`src/rtl/lsu_pkg.sv`:
```
// Shared types for the load/store unit: FSM states, RV32I funct3 width codes
// and small helpers that classify an access by size and alignment.
package lsu_pkg;

  typedef enum logic [1:0] {
    IDLE   = 2'd0,
    ACCESS = 2'd1,
    DONE   = 2'd2
  } lsu_state_t;

  typedef enum logic [1:0] {
    SIZE_B = 2'd0,
    SIZE_H = 2'd1,
    SIZE_W = 2'd2
  } lsu_size_t;

  localparam logic [2:0] LSU_F3_B  = 3'b000;
  localparam logic [2:0] LSU_F3_H  = 3'b001;
  localparam logic [2:0] LSU_F3_W  = 3'b010;
  localparam logic [2:0] LSU_F3_BU = 3'b100;
  localparam logic [2:0] LSU_F3_HU = 3'b101;

  // Only the low two funct3 bits carry width; the reserved codes
  // 011, 110 and 111 fall through to word.
  function automatic lsu_size_t lsu_size(input logic [2:0] f3);
    if (f3[1:0] == LSU_F3_B[1:0]) return SIZE_B;
    else if (f3[1:0] == LSU_F3_H[1:0]) return SIZE_H;
    else return SIZE_W;
  endfunction

  function automatic logic lsu_misaligned(input logic [2:0] f3, input logic [1:0] lo);
    case (lsu_size(f3))
      SIZE_B:  return 1'b0;
      SIZE_H:  return lo[0];
      default: return (lo != 2'b00);
    endcase
  endfunction

  // Clears the low address bits that a halfword or word access cannot use.
  function automatic logic [31:0] lsu_align_addr(input logic [2:0] f3, input logic [31:0] a);
    case (lsu_size(f3))
      SIZE_B:  return a;
      SIZE_H:  return {a[31:1], 1'b0};
      default: return {a[31:2], 2'b00};
    endcase
  endfunction

endpackage

```
`src/rtl/lsu_align.sv`:
```
// Lane steering for the load/store unit: byte enables, store-data
// replication across lanes, and load lane extraction with sign/zero extension.
module lsu_align
  import lsu_pkg::*;
(
  input  logic        we,
  input  logic [2:0]  funct3,
  input  logic [1:0]  addr_lo,
  input  logic [31:0] wdata,
  input  logic [31:0] mem_rdata,
  output logic [3:0]  be,
  output logic [31:0] wdata_lanes,
  output logic [31:0] rdata_ext
);

  logic [7:0]  lane_b;
  logic [15:0] lane_h;

  // Pick the addressed byte and halfword out of the returned word.
  always_comb begin
    lane_b = mem_rdata[7:0];
    case (addr_lo)
      2'd1:    lane_b = mem_rdata[15:8];
      2'd2:    lane_b = mem_rdata[23:16];
      2'd3:    lane_b = mem_rdata[31:24];
      default: lane_b = mem_rdata[7:0];
    endcase
    lane_h = addr_lo[1] ? mem_rdata[31:16] : mem_rdata[15:0];
  end

  // Enables, replicated store data and extended load data by access width.
  always_comb begin
    be          = 4'b1111;
    wdata_lanes = wdata;
    rdata_ext   = mem_rdata;
    case (lsu_size(funct3))
      SIZE_B: begin
        if (we) be = 4'b0001 << addr_lo;
        wdata_lanes = {4{wdata[7:0]}};
        rdata_ext   = funct3[2] ? {24'b0, lane_b} : {{24{lane_b[7]}}, lane_b};
      end
      SIZE_H: begin
        if (we) be = 4'b0011 << {addr_lo[1], 1'b0};
        wdata_lanes = {2{wdata[15:0]}};
        rdata_ext   = funct3[2] ? {16'b0, lane_h} : {{16{lane_h[15]}}, lane_h};
      end
      default: begin
        be          = 4'b1111;
        wdata_lanes = wdata;
        rdata_ext   = mem_rdata;
      end
    endcase
  end

endmodule

```
`src/rtl/load_store_unit.sv`:
```
// RV32I load/store unit: accepts one core request at a time, runs a single
// bus access with a timeout, and returns one completion pulse.
// Optional feature macro LSU_MISALIGN_TRAP_EN: when defined, misaligned
// halfword/word requests skip the bus and complete with misaligned=1;
// otherwise the offending low address bits are cleared and the access proceeds.
module load_store_unit
  import lsu_pkg::*;
#(
  parameter int TIMEOUT_CYCLES = 255
) (
  input  logic        clk,
  input  logic        reset,
  input  logic        req_valid,
  input  logic        req_write,
  input  logic [2:0]  funct3,
  input  logic [31:0] addr,
  input  logic [31:0] wdata,
  output logic        req_ready,
  output logic        rsp_valid,
  output logic [31:0] rdata,
  output logic        misaligned,
  output logic        bus_error,
  output logic        mem_valid,
  output logic        mem_we,
  output logic [31:0] mem_addr,
  output logic [3:0]  mem_be,
  output logic [31:0] mem_wdata,
  input  logic        mem_ready,
  input  logic [31:0] mem_rdata
);

  localparam int CW = $clog2(TIMEOUT_CYCLES + 1);
  localparam logic [CW-1:0] LAST_CYCLE = CW'(TIMEOUT_CYCLES - 1);

  lsu_state_t    state, state_next;
  logic          we_q;
  logic [2:0]    f3_q;
  logic [31:0]   addr_q;
  logic [31:0]   wdata_q;
  logic [CW-1:0] count;
  logic [31:0]   rdata_q;
  logic          bus_error_q;
  logic          trap;
  logic [3:0]    be;
  logic [31:0]   wdata_lanes;
  logic [31:0]   rdata_ext;

`ifdef LSU_MISALIGN_TRAP_EN
  logic misaligned_q;
  assign trap       = lsu_misaligned(funct3, addr[1:0]);
  assign misaligned = misaligned_q;
`else
  assign trap       = 1'b0;
  assign misaligned = 1'b0;
`endif

  lsu_align u_align (
    .we          (we_q),
    .funct3      (f3_q),
    .addr_lo     (addr_q[1:0]),
    .wdata       (wdata_q),
    .mem_rdata   (mem_rdata),
    .be          (be),
    .wdata_lanes (wdata_lanes),
    .rdata_ext   (rdata_ext)
  );

  // State register.
  always_ff @(posedge clk or posedge reset) begin
    if (reset) state <= IDLE;
    else       state <= state_next;
  end

  // Next state: a ready beat or the last permitted cycle ends the access.
  always_comb begin
    state_next = state;
    case (state)
      IDLE:    if (req_valid) state_next = trap ? DONE : ACCESS;
      ACCESS:  if (mem_ready || (count == LAST_CYCLE)) state_next = DONE;
      DONE:    state_next = IDLE;
      default: state_next = IDLE;
    endcase
  end

  // Request latch, timeout counter and response registers.
  always_ff @(posedge clk or posedge reset) begin
    if (reset) begin
      we_q        <= 1'b0;
      f3_q        <= 3'b000;
      addr_q      <= 32'b0;
      wdata_q     <= 32'b0;
      count       <= '0;
      rdata_q     <= 32'b0;
      bus_error_q <= 1'b0;
`ifdef LSU_MISALIGN_TRAP_EN
      misaligned_q <= 1'b0;
`endif
    end else begin
      case (state)
        IDLE: begin
          if (req_valid) begin
            we_q        <= req_write;
            f3_q        <= funct3;
            addr_q      <= lsu_align_addr(funct3, addr);
            wdata_q     <= wdata;
            count       <= '0;
            rdata_q     <= 32'b0;
            bus_error_q <= 1'b0;
`ifdef LSU_MISALIGN_TRAP_EN
            misaligned_q <= trap;
`endif
          end
        end
        ACCESS: begin
          if (mem_ready) rdata_q <= we_q ? 32'b0 : rdata_ext;
          else if (count == LAST_CYCLE) bus_error_q <= 1'b1;
          else count <= count + 1'b1;
        end
        default: ;
      endcase
    end
  end

  assign req_ready = (state == IDLE);
  assign rsp_valid = (state == DONE);
  assign mem_valid = (state == ACCESS);
  assign mem_we    = mem_valid & we_q;
  assign mem_be    = mem_valid ? be : 4'b0000;
  assign mem_addr  = {addr_q[31:2], 2'b00};
  assign mem_wdata = wdata_lanes;
  assign rdata     = rdata_q;
  assign bus_error = bus_error_q;

endmodule

```
`config.mk`:
```
export PLATFORM = sky130hd
export DESIGN_NAME = load_store_unit
export DESIGN_NICKNAME = d
export VERILOG_FILES = /design/src/rtl/lsu_pkg.sv /design/src/rtl/lsu_align.sv /design/src/rtl/load_store_unit.sv
export SDC_FILE = /design/constraint.sdc
export NUM_CORES = 1
export LEC_CHECK = 0
export CORE_ASPECT_RATIO = 1.1
export CORE_UTILIZATION = 48
export CTS_CLUSTER_DIAMETER = 30
export DETAILED_ROUTE_END_ITERATION = 6
export GPL_ROUTABILITY_DRIVEN = 1
export GPL_TIMING_DRIVEN = 0
export PLACE_DENSITY_LB_ADDON = 0.25
export SYNTH_ARGS = -nofsm -noshare
export SYNTH_HDL_FRONTEND = slang
export SYNTH_SLANG_ARGS = --single-unit
```
`constraint.sdc`:
```
create_clock -name clk -period 9.9 [get_ports clk]
set_input_delay 1.98 -clock clk [delete_from_list [all_inputs] [get_ports clk]]
set_output_delay 1.98 -clock clk [all_outputs]
set_load 0.02 [all_outputs]
```
### Yosys cells after proc, flatten, opt, wreduce, memory -nomap -nowiden

Cells that the tools add are included.

* bits in registers: 111
* input bits: 104

* add/subtract/negate cells: 1
* equal/unequal tests: 16
* shifts and indexed selects: 2
* muxes and demuxes: 32
* bitwise gates (word level): 1
* reductions and logical operators: 12

Operators with widths (count)
* 32-bit case mux with 2 select lines: 3
* 32-bit two-way mux: 5
* 8-bit two-way mux: 3
* 8-bit case mux with 3 select lines: 1
* 16-bit two-way mux: 1
* 2-bit two-way mux: 8
* 8-bit case mux with 2 select lines: 1
* 2-bit by 1-bit == test with 1-bit output, second input constant: 6
* 4-bit two-way mux: 3
* 2-bit zero test: 5
* 8-bit by 1-bit adder with 8-bit output, second input constant: 1
* 8-bit == test, second input constant: 1
* 2-bit case mux with 2 select lines: 2
* 4-bit case mux with 2 select lines: 1
* 4-bit AND reduction: 2
* 2-bit == test, second input constant: 3
* 2-bit by 1-bit != test with 1-bit output, second input constant: 3
* 2-bit != test, second input constant: 3
* 2-bit AND reduction: 2
* 1-bit by 2-bit left shift with 4-bit output, first input constant: 1
* 2-bit by 2-bit left shift with 4-bit output, first input constant: 1
* 1-bit two-way mux: 3
* 3-bit AND reduction: 1
* 1-bit case mux with 2 select lines: 1
* other kinds (3): 3

### Logic depth before layout (Yosys ltp)

* depth in word-level cells: 8
* gate-level depth with buffers: 6
* depth with buffers taken out: 6

### Cells and area by module

Synthesis repeated with hierarchy kept, for this count alone.

* cell total of the unflattened synthesis: 731
* area total of the unflattened synthesis: 6039.5 µm²

Modules (own cells, without submodules)
* load_store_unit: instances 1, cells each 534, area an instance 4713.3 µm², seq. area each 2777.7 µm²
* lsu_align: instances 1, cells each 197, area an instance 1326.3 µm², seq. area each 0.0 µm²

### Least setup slack after synthesis

OpenSTA, ideal clock, no wires.

* path type: register -> output
* from: reg f3_q[0]
* to: out mem_wdata[24]
* arrival: 1.575 ns
* data required time: 7.920 ns
* slack: 6.345 ns
* stages on the path, launching flop included: 5
* path through: dfrtp_1 clkbuf_1 buf_2 mux2i_1 o21ai_0

* cells in the longest elaborated chain, start to end: 5

RTL lines
* start, declared: RTL line load_store_unit.sv:37 `logic [2:0] f3_q;`
* start signal, assigned: RTL line load_store_unit.sv:103 `f3_q <= funct3;`
* 2-bit by 1-bit == test with 1-bit output: RTL line lsu_pkg.sv:27 `else if (f3[1:0] == LSU_F3_H[1:0]) return SIZE_H;`
* 2-bit two-way mux: RTL line lsu_pkg.sv:27
* 2-bit two-way mux (*): RTL line lsu_pkg.sv:26 `if (f3[1:0] == LSU_F3_B[1:0]) return SIZE_B;`
* 2-bit by 1-bit == test with 1-bit output / 2-bit zero test (equally long branches): RTL line lsu_align.sv:36 `case (lsu_size(funct3))`
* 32-bit case mux with 2 select lines (*): RTL line lsu_align.sv:36
* end, declared: RTL line load_store_unit.sv:27 `output logic [31:0] mem_wdata,`

Every way passes the cells marked *; elsewhere a longest branch is shown, timed or not.

### Worst setup path in the final report

* from: reg f3_q[0]
* to: out mem_be[2]

* cells in the longest elaborated chain, start to end: 6

RTL lines
* 2-bit by 1-bit == test with 1-bit output: RTL line lsu_pkg.sv:27
* 2-bit two-way mux: RTL line lsu_pkg.sv:27
* 2-bit two-way mux (*): RTL line lsu_pkg.sv:26
* 2-bit by 1-bit == test with 1-bit output / 2-bit zero test (equally long branches): RTL line lsu_align.sv:36
* 4-bit case mux with 2 select lines (*): RTL line lsu_align.sv:36
* 4-bit two-way mux (*): RTL line load_store_unit.sv:128 `assign mem_be = mem_valid ? be : 4'b0000;`
* end, declared: RTL line load_store_unit.sv:26 `output logic [3:0] mem_be,`

Marks and branches as above.

==> impl_results.md <==
* DR vias/cell at 5.25
* Io pins at 210
* Max Freq at 218 MHz
* Postcts setup bufs at 0
* Share of post-route cells with drive strength above 1 at 11.4%
* Post-DRT Antenna Nets at 0
* Die H at 115 µm
* CTS Sinks at 111
* Number of global-route vias before repair at 5280
* RSZ-0062 raised after global routing: no
* Setup Skew at 0.00666 ns
* Yosys top cell area share at 49.9%
* Worst Path Required at 7.92 ns
* Outcome: finished, final reports clean
* Worst-Margin Slew at 0.678 ns
* DR iter-0 viols at 296
* Critical path class: flop to primary output
* Crit Path Max Fanout at 10
* Global route overflow at 0
* Starting density of the core at 50.1%
* Crit path launch: f3_q[0]
* Total Power at 2.35 mW
* Ys async rst share at 100%
* Residual DRC count at 0
* Most frequent cell after synthesis: nand2_1
* Worst setup SP type: flop
* Synthesis Warnings at 0
* Clock Tree Buf Depth at 2
* Clk slew on worst S/H paths at 0.07 ns
* Commonest register cell after synthesis: dfrtp_1
* Power Dens Cells at 289 nW/µm²
* Die X-Extent at 105 µm
* Slew HR at 54.7%
* Seq/Total Area, Yosys at 49.9%
* Max capacitance violation total at 0
* CTS H-tree lvls at 3
* EDFF count, synth at 0
* Worst r2r src: we_q
* CP arrival at 2.61 ns
* Core area at 11100 µm²
* Post-DP Area at 7850 µm²
* Avg WL per Cell at 16.5 µm
* Hold Path Class: flop to flop
* Vias at 5147
* Post-CTS sizing at 0
* Area contributors post-synth: dfrtp_1 50%, nand2_1 15%, buf_4 5.5%
* FF+latch count, synth at 111
* Row count at 40
* Final wirelength at 16100 µm
* Fin crit share at 46.4%
* GRT Overall Usage at 27.6%
* Final GP Congestion at 0.882
* Worst skew pair latency at 0.34 ns
* Biggest area consumer among synthesized cells: dfrtp_1
* Die area at 12000 µm²
* Fin area at 8140 µm²
* Setup TNS at 0 ns
* Layout Nets at 935
* Syn_area_per_cell at 9.14 µm²
* Hold Vio Cnt, Final at 0
* Commonest cells in the netlist: 225 x nand2_1, 111 x dfrtp_1, 41 x buf_4
* First drt pass iteration count at 5
* CTS tree: done
* Distinct cells, synth at 47
* Port-buffer cells at 206
* Final HPWL DP at 12000 µm
* Antenna violations before repair at 0
* HP Start: addr_q[22]
* # setup viols final at 0
* Ant diodes at 0
* Worst VDD drop at 178 µV
* Post-Syn Area at 5570 µm²
* Global-route wire length before repair at 26100 µm
* CTS Root Cell: clkbuf_16
* Pleak at 3.79 nW
* Post-Syn Instances at 609
* Min cycle time layout at 4.59 ns
* Num CTS Buffers at 9
* Largest net degree at the start of global routing at 65
* Post-CTS Hold Fix Bufs at 0
* P&R area growth vs syn at 46.2%
* Nature of the critical path endpoint: primary output
* Max-slew violation count at 0
[kinds of logic after synthesis]
logic type	count (synthesis)	share of synthesized area, %
adders and majority gates	2	0.449
AOI/OAI and AO/OA	93	12.2
buffers and inverters	84	8.76
muxes	37	7.26
other	1	0.0674
DFF	111	49.9
and+or+nand+nor	281	21.3
[area by class of cell]
type                            count  area (µm²)
Multi-Input combinational cell    416        2310
Clock inverter                      2        13.8
Inverter                            6        25.0
Buffer                             78         465
Tap cell                          147         184
Clock buffer                       14         274
Timing Repair Buffer              207        2090
Fill cell                         828        2970
Sequential cell                   111        2780
[worst paths after layout]
| path | end | slack, ns | cells past startpoint |
|---|---|---|---|
| min | addr_q[22] | 0.48 | 2 |
| min reg2reg | addr_q[22] | 0.48 | 2 |
| min in group asynchronous | addr_q[3] | 2.07 | 2 |
| max in group asynchronous | rdata[30] | 7.10 | 3 |
| max | mem_be[2] | 5.31 | 6 |
| max reg2reg | rdata[0] | 7.95 | 5 |
[state kept, by name, indices dropped and copies added (netlist names)]
signal / cells
bus_error: 1
count: 8
wdata_q: 32
we_q: 1
f3_q: 3
addr_q: 32
state: 2
rdata: 32
[per-stage QoR]
| stage | instances | setup slack (ns) | util [%] | hold WS [ns] |
|---|---|---|---|---|
| CTS | 981 | 5.29 | 73.3 | 0.480 |
| finish | 981 | 5.31 | 73.3 | 0.476 |
| floorplan | 611 | 4.99 | - | 0.440 |
| global route | 981 | 5.17 | 73.3 | 0.493 |
| detailed placement | 965 | 5.68 | 70.7 | 0.463 |
| global placement | 964 | 3.43 | 70.4 | 0.454 |
[worst max-delay path: stages (launching register included)]
cell and delay, ns:
dfrtp_1 0.48, nor2_2 0.58, and2_0 0.21, clkbuf_2 0.19
o21bai_1 0.14, a21oi_1 0.11, clkdlybuf4s50_1 0.56
[layout by cell type, fill, tap and decap left out, types with 4 or more instances in the layout]
| master | count |
|---|---|
| a221o_1 | 16 |
| dfrtp_1 | 111 |
| buf_2 | 8 |
| nand3_1 | 7 |
| mux2i_1 | 19 |
| o22ai_1 | 7 |
| mux2_2 | 17 |
| clkdlybuf4s50_1 | 206 |
| a21oi_1 | 5 |
| nor3_1 | 11 |
| nand2b_1 | 5 |
| clkbuf_16 | 9 |
| a21o_1 | 7 |
| nand2_1 | 225 |
| inv_1 | 5 |
| nor2b_1 | 10 |
| buf_1 | 4 |
| nor2_1 | 7 |
| o21ai_0 | 37 |
| a221oi_1 | 7 |
| buf_4 | 41 |
| clkbuf_1 | 25 |
[power breakdown]
part / internal [mW] / switching (mW)
logic: 0.619 / 0.642
clock network: 0.192 / 0.159
registers: 0.617 / 0.122
total: 1.43 / 0.923
[routing by layer]
| layer | part of all wire, % | global-route usage (%) | wire [µm] |
|---|---|---|---|
| met1 | 40 | 32.4 | 6470 |
| met2 | 49 | 48.4 | 7970 |
| met3 | 7.9 | 6.52 | 1270 |
| met4 | 2.7 | 12.7 | 435 |
| met5 | 0 | 0 | 0 |
(Power assumes the default switching activity.)
==> RTL edit 1, RTL diff (config.mk and constraints unchanged) <==
Register the output `bus_error` once more; this adds one clock of latency there. The other outputs are not delayed to match.
--- a/src/rtl/load_store_unit.sv
+++ b/src/rtl/load_store_unit.sv
@@ -131,3 +131,5 @@
   assign rdata     = rdata_q;
-  assign bus_error = bus_error_q;
+  always_ff @(posedge clk) begin
+    bus_error <= bus_error_q;
+  end
 
Formal check against the unedited RTL: same outputs for any inputs over 4 cycles, from zero or initial values and one cycle with reset high; that may be too few to reach the edited logic, so the function may still have changed.
==> RTL edit 1 against the unedited design <==
- cell area up 0.34%
- setup slack worse by 35 ps
- power up 1.1%
- routed wire length up 1.9%
- clock power up 5%
- clock skew up 2.8 ps
- first-iteration DRC count down 24%
- critical path depth down 1
- largest cell class unchanged
- sequential cell count up 1
- area after synthesis up 0.36%
- final cell count up 0.10%
- fmax down 0.76%
- sequential power up 0.7%
- largest power group unchanged
==> RTL edit 1: results <==
power_and_ir_drop:
  vdd.ir_drop.worst_mv: 0.187
  leakage_nw: 3.80
setup_path:
  slowest_stage: "clkdlybuf4s50_1"
  rrSetupSlack_ps: 7930
  critPathMaxFanout: 10
  startpoint: "f3_q[0]"
  critical_path_arrival_ps: 2650
  cpPeakStageDelay_ps: 650
route:
  first_pass_iters: 5
  drt-met1-wl_um: 6460
  avgViaCountPerCell: 5.33
  wl_met2_um: 8180
  wire_per_inst_um: 16.8
  drtIter0Drc: 226
  dr_wl_met3_um: 1290
  top_layer_used: "met4"
cells_and_area:
  final_nets: 936
  drive_above_1_share_pct: 11.6
  n_fill_cell: 853
sta:
  period_minus_slack_ps: 4630
  clock_skew_ps: 9.48
  whs_ps: 384
  tightest_slew_ps: 710
synth:
  synth_cell_types: 48
  async_flop_share_pct: 99.1
  syn_area_um2: 5590
  yosysWarningCount: 0
  ys_seq_area_share_pct: 50.1
  synthTopCellsByArea: "dfrtp_1 50%, nand2_1 15%, buf_4 5.5%"
placement:
  globalplace.congestion: 0.816
  dp_hpwl_um: 12200
  dpl-instance-area_um2: 7870
min_path:
  whs_path_depth: 0
  min_to: "bus_error"
  hold_start: "bus_error_q"
  timing.hold.worst.class: "reg -> reg"
global_routing:
  grt_pass1_vias: 5207
  track_usage_pct: 27.8
  grt_first_pass_wirelength_um: 26100
  grt_max_degree: 73
status:
  status: "completed"
clocking:
  clkTransAtPathRegs_ps: 70
  clock_path_buffers: 2
## RTL edit 1: cell count changes after synthesis, sizes merged
cell   delta
dfxtp     +1
## RTL edit 1: cells by family (layout without fill, tap and decap cells)
kind of cell,after synthesis,count (layout),share of synthesized area (%)
AO/OA/AOI/OAI,93,93,12.2
multiplexers,37,37,7.23
AND/OR/NAND/NOR,281,281,21.2
adder cells (fa/ha/maj),2,2,0.448
other,1,3,0.0671
flip-flops,112,112,50.1
buffers and inverters,84,307,8.73
## RTL edit 1: area by class of cell
| type | instances | share of cell area, % |
|---|---|---|
| flip-flops and latches | 112 | 34.3 |
| clock buffers | 9 | 2.76 |
| clock inverters | 7 | 0.858 |
| plain buffers | 78 | 5.70 |
| repair buffers | 207 | 25.6 |
| multi-input cells | 416 | 28.3 |
| inverters | 6 | 0.306 |
| well taps | 147 | 2.25 |
## RTL edit 1: worst max path at each step
| stage | end | slack (ps) | cells past startpoint |
|---|---|---|---|
| after floorplan | addr_q[0] | 4990 | 1 |
| after global placement | addr_q[9] | 3440 | 2 |
| after detailed placement | mem_be[2] | 5690 | 6 |
| after CTS | mem_wdata[29] | 5290 | 5 |
| after global routing | mem_be[2] | 5130 | 6 |
| final | mem_wdata[30] | 5270 | 5 |
## RTL edit 1: where the power goes
| part | internal, mW | switching [mW] |
|---|---|---|
| registers | 0.620 | 0.124 |
| logic | 0.619 | 0.645 |
| clock network | 0.197 | 0.171 |
## RTL edit 1: layer usage
metal	vias to the layer above	GRT usage (%)
met1	2491	32.8
met5	-	0
met3	40	6.01
li1	2449	-
met4	0	13.2
met2	250	48.6
## RTL edit 1: through the flow
stage | std cells | setup WS, ps | utilization [%]
6_report | 982 | 5270 | 73.5
3_5_place_dp | 966 | 5690 | 70.8
2_1_floorplan | 612 | 4990 | -
4_1_cts | 982 | 5290 | 73.5
5_1_grt | 982 | 5130 | 73.5
3_3_place_gp | 965 | 3440 | 70.6
==> RTL edit 2, RTL diff (same settings) <==
Made on the original files. Add a define of `LSU_MISALIGN_TRAP_EN`.
--- a/src/rtl/load_store_unit.sv
+++ b/src/rtl/load_store_unit.sv
@@ -5,2 +5,4 @@
 // otherwise the offending low address bits are cleared and the access proceeds.
+`define LSU_MISALIGN_TRAP_EN
+
 module load_store_unit
Check against the original RTL: not equivalent (Yosys sat finds a counterexample within 4 cycles, from zero or initial values and one cycle with reset high).
==> RTL edit 2 against the unedited design <==
- cell area grew 1.3%
- critical path depth is the same
- area after synthesis up 1.1%
- via count grew 1.1%
- sequential cell count is 1 higher
- routed wire length increased by 0.52%
- power is 12% higher
- setup slack lost 88 ps
- sequential share of layout area decreased by 0.13 points
- die area grew 1.1%
- critical endpoint is now mem_wdata[25]
- highest routed layer unchanged
==> RTL edit 2: results <==
global_routing:
  grt_first_pass_wirelength_um: 26000
  grt_max_degree: 66
  track_usage_pct: 27.6
  grt_pass1_vias: 5100
min_path:
  min_to: "wdata_q[23]"
  hold_start: "wdata_q[23]"
  timing.hold.worst.class: "reg -> reg"
power_and_ir_drop:
  vdd.ir_drop.worst_mv: 0.166
  leakage_nw: 3.89
synth:
  syn_inst: 607
  yosys_most_used_dff: "dfrtp_1"
  yosysWarningCount: 0
  synthTopCellsByArea: "dfrtp_1 50%, nand2_1 15%, buf_4 5.5%"
  netlist_top_cells_count: "218 x nand2_1, 112 x dfrtp_1, 41 x buf_4"
  ys_seq_area_share_pct: 49.8
  synth_cell_types: 52
placement:
  dp_hpwl_um: 12200
  io_buffers: 207
  post-place-ws_ps: 5620
  placed_cells: 966
  globalplace.congestion: 0.879
  dpl-instance-area_um2: 7920
setup_path:
  critPathMaxFanout: 10
  reg2reg_from: "state[1]"
  critical_path_arrival_ps: 2700
  reg2regPathDepth: 6
  rrSetupSlack_ps: 7830
  reg2reg_to: "rdata[17]"
cells_and_area:
  final_nets: 933
  drive_above_1_share_pct: 13.1
route:
  num_vias: 5206
  wire_per_inst_um: 16.5
  drtIter0Drc: 301
  avgViaCountPerCell: 5.30
  first_pass_iters: 5
clocking:
  post_cts_buffers: 0
  clock_path_buffers: 2
  cts_max_level: 3
  clk_latency_ps: 360
sta:
  clock_skew_ps: 6.63
  slew_headroom_pct: 50.9
  whs_ps: 475
status:
  status: "completed"
[RTL edit 2: logic make-up (layout without fill, tap and decap cells)]
family                   count (synthesis)  count (layout)  share of synthesized area (%)
adder cells (fa/ha/maj)                  2               2                          0.444
multiplexers                            35              35                           6.78
flip-flops                             112             112                           49.8
other                                    1               2                         0.0666
AND/OR/NAND/NOR                        252             252                           18.6
buffers and inverters                  102             326                           9.76
AO/OA/AOI/OAI                          103             103                           14.6
[RTL edit 2: worst max-delay path: stages, from the launching register on]
cell and delay [ps]:
dfrtp_1 360, buf_2 240, buf_1 450, clkbuf_1 400
nand2_1 90, o21ai_0 140, clkdlybuf4s50_1 660
[RTL edit 2: per-layer routing]
metal	global-route usage, %	wire [um]	up-vias
met2	46.3	7820	226
met1	34.2	6690	2496
met4	13.3	546	0
li1	-	-	2446
met5	0	0	-
met3	5.79	1180	38
[RTL edit 2: power breakdown]
part	switching [mW]	internal (mW)	total, mW
clock network	0.166	0.227	0.393
logic	0.756	0.713	1.47
registers	0.136	0.641	0.777
[RTL edit 2: worst max-delay path by stage]
stage / start / to / slack [ps]
finish: f3_q[1] / mem_wdata[25] / 5220
global route: f3_q[1] / mem_wdata[25] / 5080
CTS: f3_q[0] / mem_be[2] / 5220
detailed placement: f3_q[1] / mem_wdata[25] / 5620
global placement: reset / rdata[25] / 3410
floorplan: reset / addr_q[0] / 4960
[RTL edit 2: final cells by class]
type	instances	area, um^2
Fill cell	838	3200
Tap cell	150	188
Timing Repair Buffer	208	2100
Sequential cell	112	2800
Inverter	25	96.3
Clock buffer	10	239
Clock inverter	6	82.6
Multi-Input combinational cell	394	2280
Buffer	77	455
